## src/rtl/accel_apb_ctrl_pkg.sv

```systemverilog
// accel_apb_ctrl_pkg: FSM states, register offsets and CTRL/STATUS bit positions shared by accel_apb_ctrl.
package accel_apb_ctrl_pkg;
  typedef enum logic [2:0] {S_IDLE, S_RESET, S_RUN, S_DRAIN, S_DONE} state_e;
  localparam logic [7:0] OFF_CTRL    = 8'h00;
  localparam logic [7:0] OFF_STATUS  = 8'h04;
  localparam logic [7:0] OFF_DELAY   = 8'h08;
  localparam logic [7:0] OFF_TIMEOUT = 8'h0C;
  localparam logic [7:0] OFF_BASE    = 8'h10;
  localparam int CTRL_START = 0;
  localparam int CTRL_ABORT = 1;
  localparam int ST_BUSY    = 0;
  localparam int ST_DONE    = 1;
  localparam int ST_OVF     = 2;
  localparam int ST_ERR     = 3;
  localparam int ST_STATE   = 4;
  localparam int ST_RD      = 16;
  localparam int ST_WR      = 24;
endpackage

```

## src/rtl/accel_ostd_counter.sv

```systemverilog
// accel_ostd_counter: saturating up/down outstanding-transaction counter; sat_o flags a clamped step.
module accel_ostd_counter #(
  parameter int W = 8
) (
  input  logic         clk,
  input  logic         reset,
  input  logic         inc_i,
  input  logic         dec_i,
  input  logic         clr_i,
  output logic [W-1:0] count_o,
  output logic         sat_o
);
  logic [W-1:0] count_q, count_d;
  logic up, dn, full, empty;
  assign up      = inc_i & ~dec_i;
  assign dn      = dec_i & ~inc_i;
  assign full    = &count_q;
  assign empty   = count_q == '0;
  assign sat_o   = ~clr_i & ((up & full) | (dn & empty));
  assign count_o = count_q;
  always_comb count_d = clr_i ? '0 : (up & ~full) ? count_q + W'(1) : (dn & ~empty) ? count_q - W'(1) : count_q;
  always_ff @(posedge clk or negedge reset)
    if (!reset) count_q <= '0;
    else count_q <= count_d;
endmodule

```

## src/rtl/accel_apb_ctrl.sv

```systemverilog
// accel_apb_ctrl: APB control/status for an AXI-master accelerator (reset sequencer, address windows,
// outstanding tracking, done irq); define ACCEL_APB_CTRL_WATCHDOG_EN to add the TIMEOUT watchdog.
module accel_apb_ctrl #(
  parameter int ADDR_WIDTH      = 32,
  parameter int NUM_WIN         = 4,
  parameter int CNT_WIDTH       = 8,
  parameter int RESET_DELAY_DEF = 12
) (
  input  logic                  clk,
  input  logic                  reset,
  input  logic                  psel,
  input  logic                  penable,
  input  logic                  pwrite,
  input  logic [31:0]           paddr,
  input  logic [31:0]           pwdata,
  output logic [31:0]           prdata,
  output logic                  pready,
  output logic                  pslverr,
  output logic                  core_reset,
  output logic                  core_clk_en,
  input  logic                  core_busy,
  input  logic [ADDR_WIDTH-1:0] araddr_raw,
  input  logic [ADDR_WIDTH-1:0] awaddr_raw,
  output logic [ADDR_WIDTH-1:0] araddr,
  output logic [ADDR_WIDTH-1:0] awaddr,
  input  logic                  arvalid,
  input  logic                  arready,
  input  logic                  awvalid,
  input  logic                  awready,
  input  logic                  rvalid,
  input  logic                  rready,
  input  logic                  rlast,
  input  logic                  bvalid,
  input  logic                  bready,
  output logic                  irq
);
  import accel_apb_ctrl_pkg::*;
  localparam int WIN_SEL_BITS = $clog2(NUM_WIN);
  state_e state_q, state_d;
  logic [15:0] dly_q, dcnt_q, dcnt_d;
  logic [ADDR_WIDTH-1:0] base_q [NUM_WIN];
  logic [31:0] prdata_q, rdata, to_val;
  logic [CNT_WIDTH-1:0] rd_cnt, wr_cnt;
  logic [7:0] off;
  logic busy_seen_q, busy_seen_d, done_q, ovf_q, irq_q;
  logic wr_en, w_stat, hit_base, hit_to, base_lock, mapped, busy, start, abort, enter_done, wd_fire, err, clr;
  logic rd_sat, wr_sat, unused_paddr;
  assign off          = paddr[7:0];
  assign unused_paddr = ^paddr[31:8];
  assign wr_en        = psel & penable & pwrite;
  assign w_stat       = wr_en && off == OFF_STATUS;
  assign start        = wr_en && off == OFF_CTRL && pwdata[CTRL_START];
  assign abort        = wr_en && off == OFF_CTRL && pwdata[CTRL_ABORT];
  assign base_lock    = state_q inside {S_RESET, S_RUN, S_DRAIN};
  assign busy         = state_q != S_IDLE && state_q != S_DONE;
  assign mapped       = hit_base | hit_to | off == OFF_CTRL | off == OFF_STATUS | off == OFF_DELAY;
  assign pready       = 1'b1;
  assign pslverr      = psel & penable & (~mapped | (pwrite & hit_base & base_lock));
  assign prdata       = prdata_q;
  assign irq          = irq_q;
  assign core_reset   = state_q inside {S_IDLE, S_RESET};
  assign core_clk_en  = state_q inside {S_RESET, S_RUN, S_DRAIN};
  assign clr          = abort | wd_fire;
  assign enter_done   = state_q == S_DRAIN && state_d == S_DONE;
  always_comb begin
    hit_base = 1'b0;
    rdata    = '0;
    for (int i = 0; i < NUM_WIN; i++)
      if (off == 8'(OFF_BASE + 4 * i)) begin
        hit_base = 1'b1;
        rdata    = 32'(base_q[i]);
      end
    if (off == OFF_DELAY) rdata = {16'd0, dly_q};
    if (hit_to) rdata = to_val;
    if (off == OFF_STATUS) begin
      rdata[ST_BUSY]       = busy;
      rdata[ST_DONE]       = done_q;
      rdata[ST_OVF]        = ovf_q;
      rdata[ST_ERR]        = err;
      rdata[ST_STATE +: 3] = state_q;
      rdata[ST_RD +: 8]    = 8'(rd_cnt);
      rdata[ST_WR +: 8]    = 8'(wr_cnt);
    end
  end
  always_comb begin
    state_d = state_q;
    case (state_q)
      S_IDLE, S_DONE: state_d = start ? S_RESET : state_q;
      S_RESET:        state_d = (dcnt_q + 16'd1 >= dly_q) ? S_RUN : S_RESET;
      S_RUN:          state_d = (busy_seen_q && !core_busy) ? S_DRAIN : S_RUN;
      S_DRAIN:        state_d = (rd_cnt == '0 && wr_cnt == '0) ? S_DONE : S_DRAIN;
      default:        state_d = S_IDLE;
    endcase
    if (wd_fire || abort) state_d = S_IDLE;
  end
  assign dcnt_d      = (state_q == S_RESET && state_d == S_RESET) ? dcnt_q + 16'd1 : '0;
  assign busy_seen_d = state_q == S_RUN && state_d == S_RUN && (busy_seen_q || core_busy);
  always_ff @(posedge clk or negedge reset)
    if (!reset) begin
      state_q     <= S_IDLE;
      dcnt_q      <= '0;
      dly_q       <= 16'(RESET_DELAY_DEF);
      busy_seen_q <= 1'b0;
      done_q      <= 1'b0;
      ovf_q       <= 1'b0;
      irq_q       <= 1'b0;
      prdata_q    <= '0;
      for (int i = 0; i < NUM_WIN; i++) base_q[i] <= '0;
    end else begin
      state_q     <= state_d;
      dcnt_q      <= dcnt_d;
      busy_seen_q <= busy_seen_d;
      irq_q       <= enter_done | (wd_fire & ~abort);
      done_q      <= enter_done | (done_q & ~(w_stat & pwdata[ST_DONE]));
      ovf_q       <= rd_sat | wr_sat | (ovf_q & ~(w_stat & pwdata[ST_OVF]));
      if (psel && !penable && !pwrite) prdata_q <= rdata;
      if (wr_en && off == OFF_DELAY) dly_q <= pwdata[15:0];
      for (int i = 0; i < NUM_WIN; i++)
        if (wr_en && !base_lock && off == 8'(OFF_BASE + 4 * i)) base_q[i] <= ADDR_WIDTH'(pwdata);
    end
`ifdef ACCEL_APB_CTRL_WATCHDOG_EN
  logic [31:0] to_q, wd_q;
  logic err_q, in_run;
  assign in_run  = state_q == S_RUN || state_q == S_DRAIN;
  assign hit_to  = off == OFF_TIMEOUT;
  assign to_val  = to_q;
  assign err     = err_q;
  assign wd_fire = in_run && to_q != '0 && wd_q + 32'd1 >= to_q;
  always_ff @(posedge clk or negedge reset)
    if (!reset) begin
      to_q  <= '0;
      wd_q  <= '0;
      err_q <= 1'b0;
    end else begin
      if (wr_en && hit_to) to_q <= pwdata;
      wd_q  <= in_run ? wd_q + 32'd1 : '0;
      err_q <= (wd_fire & ~abort) | (err_q & ~(w_stat & pwdata[ST_ERR]));
    end
`else
  assign hit_to  = 1'b0;
  assign to_val  = '0;
  assign err     = 1'b0;
  assign wd_fire = 1'b0;
`endif
  if (NUM_WIN == 1) begin : g_one
    assign araddr = base_q[0] + araddr_raw;
    assign awaddr = base_q[0] + awaddr_raw;
  end else begin : g_win
    localparam logic [ADDR_WIDTH-1:0] LOW = {ADDR_WIDTH{1'b1}} >> WIN_SEL_BITS;
    assign araddr = base_q[araddr_raw[ADDR_WIDTH-1 -: WIN_SEL_BITS]] + (araddr_raw & LOW);
    assign awaddr = base_q[awaddr_raw[ADDR_WIDTH-1 -: WIN_SEL_BITS]] + (awaddr_raw & LOW);
  end
  accel_ostd_counter #(.W(CNT_WIDTH)) u_rd (
    .clk(clk), .reset(reset), .inc_i(arvalid & arready), .dec_i(rvalid & rready & rlast),
    .clr_i(clr), .count_o(rd_cnt), .sat_o(rd_sat)
  );
  accel_ostd_counter #(.W(CNT_WIDTH)) u_wr (
    .clk(clk), .reset(reset), .inc_i(awvalid & awready), .dec_i(bvalid & bready),
    .clr_i(clr), .count_o(wr_cnt), .sat_o(wr_sat)
  );
endmodule

```

## config.mk

```make
export PLATFORM = sky130hd
export DESIGN_NAME = accel_apb_ctrl
export DESIGN_NICKNAME = d
export VERILOG_FILES = /design/src/rtl/accel_apb_ctrl_pkg.sv /design/src/rtl/accel_ostd_counter.sv /design/src/rtl/accel_apb_ctrl.sv
export SDC_FILE = /design/constraint.sdc
export NUM_CORES = 1
export LEC_CHECK = 0
export CORE_ASPECT_RATIO = 0.7
export CORE_MARGIN = 2
export CORE_UTILIZATION = 55
export CTS_CLUSTER_SIZE = 20
export DETAILED_ROUTE_END_ITERATION = 8
export HOLD_SLACK_MARGIN = 0.08
export PLACE_DENSITY = 0.91
export SETUP_SLACK_MARGIN = 0.15
export SYNTH_ARGS = -nofsm -noshare
export SYNTH_HDL_FRONTEND = slang
export SYNTH_SLANG_ARGS = --single-unit
```

## constraint.sdc

```tcl
create_clock -name clk -period 10.25 [get_ports clk]
set_input_delay 3.075 -clock clk [delete_from_list [all_inputs] [get_ports clk]]
set_output_delay 3.075 -clock clk [all_outputs]
set_load 0.01 [all_outputs]
```

# Word-level counts from Yosys, hierarchy flattened

Cells that the tools add are included.

Magnitude comparators: 3
Mux-type cells: 30
Reduce and logical (&&, ||, !) cells: 36
Eq/ne operators: 14
Add/subtract/negate cells: 7
Bitwise gates (word level): 51

Operators by type and width:

| cell                                                 | number |
|---|---|
| two-way mux 32 bit                                   | 9 |
| binary-select mux 32 bit (select 2 bit)              | 2 |
| adder 32 x 30 -> 32 bit                              | 2 |
| two-way mux 8 bit                                    | 6 |
| equality test 8 x 5 -> 1 bit (second input constant) | 4 |
| two-way mux 16 bit                                   | 2 |
| AND 1 bit                                            | 28 |
| zero test 8 bit                                      | 3 |
| logical AND 1 bit                                    | 19 |
| adder 16 x 1 -> 16 bit (second input constant)       | 1 |
| adder 8 x 1 -> 8 bit (second input constant)         | 2 |
| greater-or-equal comparator 16 bit                   | 1 |
| AND reduction 8 bit                                  | 2 |
| subtractor 8 x 1 -> 8 bit (second input constant)    | 2 |
| inverter 1 bit                                       | 12 |
| one-hot mux 3 bit (4 select lines)                   | 1 |
| nonzero test 3 bit                                   | 4 |
| equality test 3 x 2 -> 1 bit (second input constant) | 3 |
| two-way mux 3 bit                                    | 3 |
| OR 1 bit                                             | 9 |
| equality test 8 x 3 -> 1 bit (second input constant) | 1 |
| equality test 8 x 4 -> 1 bit (second input constant) | 1 |
| two-way mux 7 bit                                    | 1 |
| equality test 3 x 1 -> 1 bit (second input constant) | 2 |
| other kinds (11)                                     | 21 |

Bits in registers: 215
Logic and storage cells: 155

# Longest topological paths before layout

Depth after elaboration: 11
Depth in mapped cells: 15
Gate-level depth less buffers: 14

# By module

From an unflattened synthesis, not the netlist that was laid out.

Cells, all modules: 1354
Area total of the unflattened synthesis: 15127.0 um^2

By module, submodules not included:

| module             | area an instance (um^2) | cells each | sequential area each (um^2) | times used |
|---|---|---|---|---|
| accel_apb_ctrl     | 13785.7                 | 1210       | 4982.3                      | 1 |
| accel_ostd_counter | 670.6                   | 72         | 200.2                       | 2 |

# Worst setup path before layout

OpenSTA, ideal clock, no wires.

Path kind: in2out
Start: in araddr_raw[30]
End: out araddr[24]
Path slack: 0.729 ns
Path buffers: 2
Data arrival time: 6.446 ns
Cell stages on the path: 14
Path through: clkbuf_1 buf_1 mux4_2 ha_1 inv_1 fa_1 nor2b_1 o31a_1 o21a_1 o211a_1 a21o_1 a21o_1 a2111o_1 o311ai_1

Longest elaborated chain between the ends: 5

RTL lines:

| what                                                  | line                  | source |
|---|---|---|
| start, declared                                       | accel_apb_ctrl.sv:22  | `input logic [ADDR_WIDTH-1:0] araddr_raw,` |
| inverter 2 -> 3 bit (not written as such)             | accel_apb_ctrl.sv:150 | `assign araddr = base_q[araddr_raw[ADDR_WIDTH-1 -: WIN_SEL_BITS]] + (araddr_raw & LOW);` |
| binary-select mux 32 bit (select 2 bit)               | accel_apb_ctrl.sv:150 |  |
| two-way mux 32 bit (not written as such) (2 in a row) | accel_apb_ctrl.sv:150 |  |
| adder 32 x 30 -> 32 bit                               | accel_apb_ctrl.sv:150 |  |
| end, declared                                         | accel_apb_ctrl.sv:24  | `output logic [ADDR_WIDTH-1:0] araddr,` |

No other way between the ends. The select of a mux whose other input is x is not followed.

# Worst setup path after layout

Start: in awaddr_raw[31]
End: out awaddr[12]

Longest elaborated chain between the ends: 5

RTL lines:

| what                                                  | line                  | source |
|---|---|---|
| start, declared                                       | accel_apb_ctrl.sv:23  | `input logic [ADDR_WIDTH-1:0] awaddr_raw,` |
| inverter 2 -> 3 bit (not written as such)             | accel_apb_ctrl.sv:151 | `assign awaddr = base_q[awaddr_raw[ADDR_WIDTH-1 -: WIN_SEL_BITS]] + (awaddr_raw & LOW);` |
| binary-select mux 32 bit (select 2 bit)               | accel_apb_ctrl.sv:151 |  |
| two-way mux 32 bit (not written as such) (2 in a row) | accel_apb_ctrl.sv:151 |  |
| adder 32 x 30 -> 32 bit                               | accel_apb_ctrl.sv:151 |  |
| end, declared                                         | accel_apb_ctrl.sv:25  | `output logic [ADDR_WIDTH-1:0] awaddr,` |

No other way between the ends. The select of a mux whose other input is x is not followed.

==> results <==
-- layout make-up --
class	count	area, sq um	area share [%]
timing repair buffer	254	2500	13.3
multi-input combinational	1113	9410	50.1
sequential	215	5380	28.7
tap	364	455	2.42
clock buffer	27	611	3.25
antenna	1	2.50	0.0133
inverter	57	214	1.14
clock inverter	15	208	1.11
-- sequential cells by signal, indices dropped and copies added, names as in the netlist --
| name | count |
|---|---|
| u_rd.count_o | 8 |
| dly_q | 16 |
| state_q | 3 |
| prdata | 32 |
| irq | 1 |
| base_q | 128 |
| done_q | 1 |
| ovf_q | 1 |
| u_wr.count_o | 8 |
| dcnt_q | 16 |
| busy_seen_q | 1 |
-- cells by family (layout without fill, tap and decap cells) --
| family | count (synthesis) | in the layout | share of synthesized area (%) |
|---|---|---|---|
| AO/OA/AOI/OAI | 363 | 363 | 16.0 |
| XOR/XNOR | 68 | 68 | 3.91 |
| adder cells (fa/ha/maj) | 93 | 93 | 7.84 |
| buffers and inverters | 126 | 353 | 3.39 |
| flip-flops | 215 | 215 | 35.4 |
| multiplexers | 235 | 235 | 22.1 |
| other | 1 | 2 | 0.0246 |
| AND/OR/NAND/NOR | 353 | 353 | 11.3 |
-- layer usage --
metal / GRT usage, % / up-vias
met2: 51.6 / 902
met1: 47.5 / 6709
met5: 0 / -
li1: - / 5897
met3: 7.55 / 164
met4: 10.7 / 4
-- power by group through the flow --
stage / Clock [uW] / Combinational (uW) / Sequential [uW]
after detailed placement: 0 / 473 / 963
after global routing: 949 / 530 / 957
after CTS: 915 / 478 / 948
after global placement: 0 / 451 / 959
after floorplan: 0 / 300 / 945
final: 915 / 483 / 950
-- cells in the mapped netlist (all sizes together), types with 3 or more instances --
master	n	area, sq um
a2111oi	6	52.6
a211o	4	35.0
a211oi	12	95.1
a21boi	5	37.5
a21o	36	270
a21oi	75	383
a221oi	13	120
a222oi	20	200
a22o	6	52.6
a22oi	16	120
a31oi	12	87.6
and2	12	75.1
and3	13	81.3
buf	35	174
clkbuf	34	128
dfrtp	213	5330
fa	4	80.1
ha	89	1110
inv	57	214
mux2	160	1800
mux2i	10	100
mux4	65	1460
nand2	116	438
nand2b	13	81.3
nand3	22	115
nand4	13	81.3
nor2	86	325
nor2b	13	81.3
nor3	19	100
nor3b	19	143
nor4	7	58.8
o211a	3	30.0
o211ai	8	60.1
o21a	15	113
o21ai	89	445
o21bai	14	105
o22ai	11	68.8
o31a	3	26.3
or2	5	31.3
or3	7	43.8
xnor2	44	385
xor2	24	210
-- final timing paths --
| check | endpoint | startpoint | cells after the start | slack [ps] |
|---|---|---|---|---|
| max in group asynchronous | base_q[121]$_DFFE_PN0P_ | reset | 2 | 6240 |
| setup / recovery | awaddr[12] | awaddr_raw[31] | 16 | 180 |
| hold / removal | prdata[25]$_DFFE_PN0P_ | prdata[25]$_DFFE_PN0P_ | 2 | 480 |
| hold reg to reg | prdata[25]$_DFFE_PN0P_ | prdata[25]$_DFFE_PN0P_ | 2 | 480 |
| setup reg to reg | dcnt_q[6]$_DFF_PN0_ | dcnt_q[0]$_DFF_PN0_ | 13 | 6720 |
| min in group asynchronous | prdata[26]$_DFFE_PN0P_ | reset | 1 | 2520 |
-- what timing repair did --
| item | CTS | global route |
|---|---|---|
| endpoints found under the setup margin | 2 | 15 |
| buffers inserted | 0 | 1 |
| pin swaps | 0 | 2 |
| gates resized for setup | 2 | 27 |
-- metrics by stage --
stage               power [uW]  utilization [%]  instances
floorplan                 1250                -       1454
global placement          1410             66.3       2002
detailed placement        1440             66.3       2002
CTS                       2340             69.3       2044
global route              2440             69.7       2045
finish                    2350             69.7       2046
-- worst max-delay path: cells and delay by family --
kind | cells | cell delay (ps)
buffers and inverters | 5 | 1540
AND/OR/NAND/NOR | 1 | 220
multiplexers | 1 | 280
adder cells (fa/ha/maj) | 2 | 650
AO/OA/AOI/OAI | 7 | 1210
==> metrics <==
die height=143 microns; Most Frequent Cell on Critical Path=clkdlybuf4s50_1; worst path cell trace=clkdlybuf4s50_1 > buf_12 > mux4_2 > ha_1 > inv_1 > fa_1 > nor2b_1 > o31a_1 > buf_4 > o21a_1 > o21ai_0 > a21boi_1 > o21ai_2 > a211o_1 > o211ai_1 > clkdlybuf4s50_1; min cycle time layout=10070 ps; critical path arrival=7000 ps; Syn Std Cell Area=0.0152 sq mm; gr usage total=33.6%; Lkg Pwr=0.00861 uW; PortBufs=218; Final #Nets=1900; H-tree depth=1; clock root buffer=clkbuf_16; clk slew on worst S/H paths=60 ps; buffer depth of the longest clock path=3; internal power=1680 uW; fmax=99.3 MHz; layout cells sized above 1=20.4%; Unique masters post-synth=79; Max Cap Viol=0; vias per cell=6.68; setup ws final=178 ps; final hold viol count=0; Rel. slew slack=3.82%; Final ANT Viol Nets=0; async set-reset flop share out of synthesis=100%; first-pass GRT wire length=75.5 mm; Slew @ Worst Pin=1440 ps; WL met2=21.8 mm; Min-Delay Path Class=flip-flop to flip-flop; worst hold slack=482 ps; initial DRC count=1730; final wirelength=49.5 mm; vias=13700; PwrDens=125 mW/mm^2; Post-Syn Instances=1454; Main synth FF type=dfrtp_1; Fill cells=1882; WL per Instance=24.2 microns; die area=0.0290 sq mm; DP Area=0.0179 sq mm; initial antenna violation count=3; TritonCTS Buffers=23; pre-CTS setup slack=161 ps; Clock Power Share=39.0%; Final Instance Area=0.0188 sq mm; most frequent cells in the layout=213 x dfrtp_1, 213 x clkdlybuf4s50_1, 159 x mux2_2; DRT Pass-1 Iters=6; clock skew=8.01 ps; maximum vdd drop=0.0000973 V; CP Max Fanout=19; Horiz. Die Dim=203 microns; worst-skew pair later-pin latency=520 ps; drt drc=0; status=finished, final reports clean; CP peak stage delay=610 ps; Seq/Total Area, Yosys=35.4%; Rows=50; Switch Pwr=671 uW; CP max-delay cell=clkdlybuf4s50_1; CP Capture Type=output port; Net Count, Synth=1690; Finish-stage setup viols=0; sequential fraction of design power=40.5%; routed length on met3=5.80 mm; Starting Density=56.4%; Comb power frac=20.6%; RePlAce Congestion=0.949; clk sink count=215; Final Max Slew Viols=0; startpoint type of the worst setup path=input port; CTS tree=done; Net Sw Frac=28.6%; vias in the first global route=13300; Post-synth EDFFs=0; HPWL Detailed=35.7 mm; yosys warns=0; hold buffers post-CTS=0; Layout area overhead=23.4%; DR top layer=met5; Synth Register Bits=215; core box area=0.0270 sq mm; gr ovfl total=0; unrepaired setup endpoints after global routing=yes; Req. time, crit path=7180 ps; final worst-path cycle share=98.3%; I/O pin count=244; critical path class=input port to output port; largest net degree at the start of global routing=84; met1 WL=20.2 mm; Mean Syn Cell Area=10.5 sq um; TNS Setup=0 ps
(Power assumes the default switching activity.)
